File: config.mk
export PLATFORM = sky130hd
export DESIGN_NAME = weighted_mean_packer
export DESIGN_NICKNAME = d
export VERILOG_FILES = /design/src/rtl/weighted_mean_packer.sv
export SDC_FILE = /design/constraint.sdc
export NUM_CORES = 1
export LEC_CHECK = 0
export CAP_MARGIN = 10
export CORE_AREA = 3 3 321 323
export CTS_BUF_LIST = sky130_fd_sc_hd__clkbuf_16
export CTS_CLUSTER_SIZE = 40
export DETAILED_ROUTE_END_ITERATION = 10
export DIE_AREA = 0 0 324 326
export DONT_BUFFER_PORTS = 1
export PLACE_DENSITY = 0.43
export RECOVER_POWER = 100
export SETUP_SLACK_MARGIN = 0.2
export SLEW_MARGIN = 0
export SYNTH_ARGS = -nofsm -noshare
export SYNTH_HDL_FRONTEND = slang
export SYNTH_SLANG_ARGS = --single-unit
File: constraint.sdc
create_clock -name clk -period 3.86 [get_ports clk]
set_input_delay 1.158 -clock clk [delete_from_list [all_inputs] [get_ports clk]]
set_output_delay 1.158 -clock clk [all_outputs]
set_load 0.01 [all_outputs]
File: src/rtl/weighted_mean_packer.sv
// weighted_mean_packer
// Serial (sample, weight) front end for weighted_mean. It collects N_INPUT pairs
// into one frame, with the first pair in the MSB slot. A frame closes when the
// last slot fills or when a pair arrives with s_last set; a frame closed by
// s_last is zero-padded. Each closed frame is passed to a registered output
// stage that has its own valid/ready handshake.
// There are two stages: the fill stage (slots, index, running weight sum) and
// the output stage (m_* registers). While the output stage is stalled, the fill
// stage can complete the next frame.

module weighted_mean_packer #(
  parameter int N_INPUT = 4,
  parameter int SIZE    = 32,
  parameter int WS_W    = SIZE + $clog2(N_INPUT)
) (
  input  logic                      clk,
  input  logic                      reset,
  input  logic                      s_valid,
  output logic                      s_ready,
  input  logic [SIZE-1:0]           s_sample,
  input  logic [SIZE-1:0]           s_weight,
  input  logic                      s_last,
  output logic                      m_valid,
  input  logic                      m_ready,
  output logic [N_INPUT*SIZE-1:0]   m_in,
  output logic [N_INPUT*SIZE-1:0]   m_weight,
  output logic [WS_W-1:0]           m_wsum,
  output logic                      m_padded,
  output logic [15:0]               frame_cnt
);

  localparam int              IDX_W    = $clog2(N_INPUT);
  localparam logic [IDX_W-1:0] LAST_IDX = IDX_W'(N_INPUT - 1);

  // fill stage state
  logic [SIZE-1:0]          slot_in_r [N_INPUT];
  logic [SIZE-1:0]          slot_w_r  [N_INPUT];
  logic [IDX_W-1:0]         idx_r;
  logic [WS_W-1:0]          sum_r;
  logic                     fill_done_r;
  logic                     pad_r;
  logic                     s_ready_r;

  // handshake decode and packed view of the slots
  logic                     accept_s;
  logic                     close_s;
  logic                     xfer_s;
  logic                     fill_done_nxt_s;
  logic [N_INPUT*SIZE-1:0]  pack_in_s;
  logic [N_INPUT*SIZE-1:0]  pack_w_s;

  assign s_ready = s_ready_r;

  // Decode accept/close/transfer and the next fill_done value that drives s_ready.
  always_comb begin
    accept_s        = s_valid && s_ready_r;
    close_s         = accept_s && (s_last || (idx_r == LAST_IDX));
    xfer_s          = fill_done_r && (!m_valid || m_ready);
    fill_done_nxt_s = fill_done_r;
    if (xfer_s) begin
      fill_done_nxt_s = 1'b0;
    end else if (close_s) begin
      fill_done_nxt_s = 1'b1;
    end else begin
      fill_done_nxt_s = fill_done_r;
    end
  end

  // Pack the slot registers so that slot 0 lands in the MSB position.
  always_comb begin
    pack_in_s = '0;
    pack_w_s  = '0;
    for (int i = 0; i < N_INPUT; i++) begin
      pack_in_s[(N_INPUT-1-i)*SIZE +: SIZE] = slot_in_r[i];
      pack_w_s[(N_INPUT-1-i)*SIZE +: SIZE]  = slot_w_r[i];
    end
  end

  // Fill stage: write the accepted pair into its slot, accumulate the weight, close the frame.
  always_ff @(posedge clk or negedge reset) begin
    if (!reset) begin
      for (int i = 0; i < N_INPUT; i++) begin
        slot_in_r[i] <= '0;
        slot_w_r[i]  <= '0;
      end
      idx_r       <= '0;
      sum_r       <= '0;
      fill_done_r <= 1'b0;
      pad_r       <= 1'b0;
      s_ready_r   <= 1'b0;
    end else begin
      fill_done_r <= fill_done_nxt_s;
      // s_ready is registered from the next fill state, so m_ready never reaches it combinationally
      s_ready_r   <= !fill_done_nxt_s;
      if (xfer_s) begin
        for (int i = 0; i < N_INPUT; i++) begin
          slot_in_r[i] <= '0;
          slot_w_r[i]  <= '0;
        end
        idx_r <= '0;
        sum_r <= '0;
        pad_r <= 1'b0;
      end else if (accept_s) begin
        for (int i = 0; i < N_INPUT; i++) begin
          if (i == int'(idx_r)) begin
            slot_in_r[i] <= s_sample;
            slot_w_r[i]  <= s_weight;
          end else if (close_s && (i > int'(idx_r))) begin
            // A frame closed early by s_last gets zeros in the remaining slots.
            slot_in_r[i] <= '0;
            slot_w_r[i]  <= '0;
          end else begin
            slot_in_r[i] <= slot_in_r[i];
            slot_w_r[i]  <= slot_w_r[i];
          end
        end
        sum_r <= sum_r + WS_W'(s_weight);
        if (close_s) begin
          // A close that lands on the last slot is a full frame, even when s_last is set.
          pad_r <= (idx_r != LAST_IDX);
          idx_r <= '0;
        end else begin
          pad_r <= 1'b0;
          idx_r <= idx_r + IDX_W'(1'b1);
        end
      end else begin
        idx_r <= idx_r;
        sum_r <= sum_r;
        pad_r <= pad_r;
      end
    end
  end

  // Output stage: load a closed frame when it is free or draining, otherwise hold until accepted.
  always_ff @(posedge clk or negedge reset) begin
    if (!reset) begin
      m_valid  <= 1'b0;
      m_in     <= '0;
      m_weight <= '0;
      m_wsum   <= '0;
      m_padded <= 1'b0;
    end else if (xfer_s) begin
      m_valid  <= 1'b1;
      m_in     <= pack_in_s;
      m_weight <= pack_w_s;
      m_wsum   <= sum_r;
      m_padded <= pad_r;
    end else if (m_valid && m_ready) begin
      m_valid  <= 1'b0;
    end else begin
      m_valid  <= m_valid;
    end
  end

  // Count delivered frames; the counter wraps naturally at 16 bits.
  always_ff @(posedge clk or negedge reset) begin
    if (!reset) begin
      frame_cnt <= 16'd0;
    end else if (m_valid && m_ready) begin
      frame_cnt <= frame_cnt + 16'd1;
    end else begin
      frame_cnt <= frame_cnt;
    end
  end

endmodule

==> reports/metrics.cfg <==
[status]
status=finished, violations left
failed_checks=max-capacitance violations, max-slew violations

[worst_setup_path]
reg2reg_from=m_valid$_DFFE_PN0P_
required_ns=4.41
arrival_ns=4.05
startpoint=m_ready
crit_fanout=64
critical_path_class=input pin to flip-flop
cp-start-kind=input pin
endpoint_kind=flip-flop

[sta]
relSlewSlack_pct=-51.0
worstMarginPinSlew_ns=2.27
finalCriticalPeriod_ns=3.50
fin_setup_tns_ns=0
hold_violations=0
fin_skew_ns=0.0204
setup_ws_ns=0.362
max_freq_ghz=0.286
setup_violations=0
fin_crit_sh_pct=90.6
drv_slew=235
rsz0062_at_grt=no

[drt]
detail_route.vias_per_cell=4.61
drcViolationCount=0
ant_nets=0
num_vias=17300
dr.pass1.iters=5
avgRoutedWirePerCell_microns=20.7
wl_microns=77700
drt_first_iter_violations=1097

[synthesis]
synth_cell_types=48
synthTopCellsByArea=dfrtp_1 63%, nand2_1 17%, a22o_1 7.0%, a21oi_1 2.5%, clkbuf_1 2.0%
ys_ff_latch=603
yosys.area.top_type=dfrtp_1
synth_nets=2537
avgSynthCellArea_sq_um=9.92
syn_area_sq_um=24100
yosys_warnings=0
synth_top_area_share_pct=62.6
syn_inst=2430
yosysSeqAreaShare_pct=62.6

[floorplanning]
row_count=116
die_area_sq_um=106000
start_util_pct=24.1
io_pins=378
die_height_microns=326
core_sq_um=100000
die_w_microns=324

[global_route]
grt_use_met2_pct=22.8
grt-busiest-layer=met2
grt_max_degree=604
grt_pass1_wl_microns=118000
grt_usage_pct=14.6
overflow=0
grtUsageMet3_pct=4.55
grt_use_met1_pct=19.0
grt_pass1_vias=17600
antenna_found_initial=1

[power]
seqPwrFrac_pct=44.5
power.leakage_nw=14.0
ir_worst_vdd_v=0.000385
clockPowerShare_pct=30.9
p_int_mw=13.6
switching_share_pct=38.0
p_switching_mw=8.35
p_comb_share_pct=24.6
power.density_nw_per_um2=790

[finish]
nets=2495
fillers=10500
final_layout_size_suffix_gt1_share_pct=5.55
area_growth_pct=15.3
fin_area_sq_um=27800
final_util_pct=27.7

[clock_tree]
cts_tree=yes
cts_num_sinks=603
clk_pin_slew_ns=0.06
hold_buffers=0
cts_htree_levels=3
postCtsSetupRepairBufs=0
root_buffer=clkbuf_16
cts_buffers=74
cts.repair.resized=0
clock_latency_ns=0.62
clockBufferDepth=3

[placed_design]
place_ws_ns=0.144
portBuffers=0
routabilityCongestion=0.773
placed_area_sq_um=25500
post-dp-hpwl_microns=47800

[run]
max_cap_violations=4

[hold_path]
hp-class=input pin to async pin

-- cells in the mapped netlist, drive strengths merged --
library cell  count
a21oi           122
a22o            192
a32oi             2
nor3b             1
nand4             9
mux2              2
nor4              3
o21bai            8
nand2b            7
o211ai            9
a2111oi           1
o22ai             3
o221ai            1
or3b              1
a221oi            1
clkbuf          128
nor3             12
o311ai            1
nor2b             3
and4              2
a31oi             1
xor2              8
a211oi            7
nand3b            2
nand3            27
a21o             12
mux2i             1
and3             10
or3               6
a211o             3
fa                1
dfrtp           603
inv              12
nor4b             1
o21ai            31
xnor2            31
and2              4
ha               37
buf              15
nand2          1070
o21a              2
nor2             38
-- logic make-up after synthesis --
group / Yosys count / share of synthesized area (%)
fa+ha+maj: 38 / 2.00
xor+xnor: 39 / 1.42
mux: 3 / 0.135
compound gates: 396 / 12.0
flops: 603 / 62.6
buf+inv: 155 / 2.44
simple gates: 1196 / 19.4
-- path summary, 6_finish.rpt --
| path | endpoint | slack, ns | depth (start not counted) |
|---|---|---|---|
| min | m_weight[6]$_DFFE_PN0P_ | 0.24 | 0 |
| max reg2reg | pack_in_s[72]$_DFFE_PN0P_ | 0.46 | 5 |
| min reg2reg | m_in[65]$_DFFE_PN0P_ | 0.46 | 2 |
| max in group asynchronous | pack_in_s[32]$_DFFE_PN0P_ | 2.52 | 0 |
| max | pack_in_s[72]$_DFFE_PN0P_ | 0.36 | 5 |
| min in group clk | m_in[65]$_DFFE_PN0P_ | 0.46 | 2 |
-- power by group through the flow --
stage	Clock, mW	Combinational, mW	Sequential [mW]
3_5_place_dp	0	5.60	9.91
4_1_cts	7.04	5.63	9.82
5_1_grt	7.31	6.13	9.99
3_3_place_gp	0	5.50	9.89
6_report	6.78	5.40	9.76
2_1_floorplan	0	3.95	9.24
-- metal layers --
layer  wire [microns]  up-vias
li1                 -     7973
met1            34000     8784
met2            35800      413
met3             5770      109
met4             2090        0
met5                0        -
-- cell type report --
type                    instances  area [sq um]  area share (%)
inverters                      12          45.0           0.162
flip-flops and latches        603         15100            54.3
diodes                          1          2.50         0.00901
well taps                    1298          1620            5.85
clock buffers                  76          1900            6.85
repair buffers                 25           219           0.788
clock inverters                61           462            1.66
multi-input cells            1672          8440            30.4
-- worst max-delay path, cell delays in order --
cell      delay (ns)
nand2b_1        0.33
and2_4          0.39
a21oi_1         0.15
clkbuf_2        1.63
a22o_1          0.33
-- metrics by stage --
step	instances	total power [mW]	hold WS [ns]
finish	3748	22.0	0.239
global route	3747	23.4	0.184
CTS	3747	22.5	0.165
detailed placement	3610	15.5	0.448
global placement	3610	15.4	0.445
floorplan	2430	13.2	0.439
-- sequential cells by signal (all words and copies together) (netlist names), 2 cells and up --
register / flops
m_wsum: 34
m_weight: 128
sum_r: 34
idx_r: 2
frame_cnt: 16
pack_w_s: 128
m_in: 128
pack_in_s: 128
-- layout by cell type, fill, tap and decap left out, types with 4 or more instances in the layout --
| master | n |
|---|---|
| nand3_1 | 27 |
| a21o_1 | 12 |
| inv_1 | 35 |
| clkinv_2 | 5 |
| ha_1 | 37 |
| clkbuf_16 | 76 |
| bufinv_16 | 5 |
| o21ai_0 | 26 |
| nand2_1 | 1069 |
| and3_1 | 6 |
| nor2_1 | 37 |
| and3_4 | 4 |
| a22o_1 | 192 |
| o211ai_1 | 9 |
| a21oi_1 | 121 |
| clkinv_1 | 12 |
| clkbuf_2 | 8 |
| xnor2_1 | 31 |
| xor2_1 | 8 |
| o21ai_1 | 5 |
| buf_4 | 9 |
| nor3_1 | 11 |
| o21bai_1 | 8 |
| dfrtp_1 | 603 |
| or3_1 | 6 |
| inv_6 | 6 |
| buf_12 | 5 |
| nand4_1 | 9 |
| clkinvlp_4 | 5 |
| a211oi_1 | 6 |
| nand2b_1 | 7 |
Note: power is estimated with default switching activity, not from simulation.
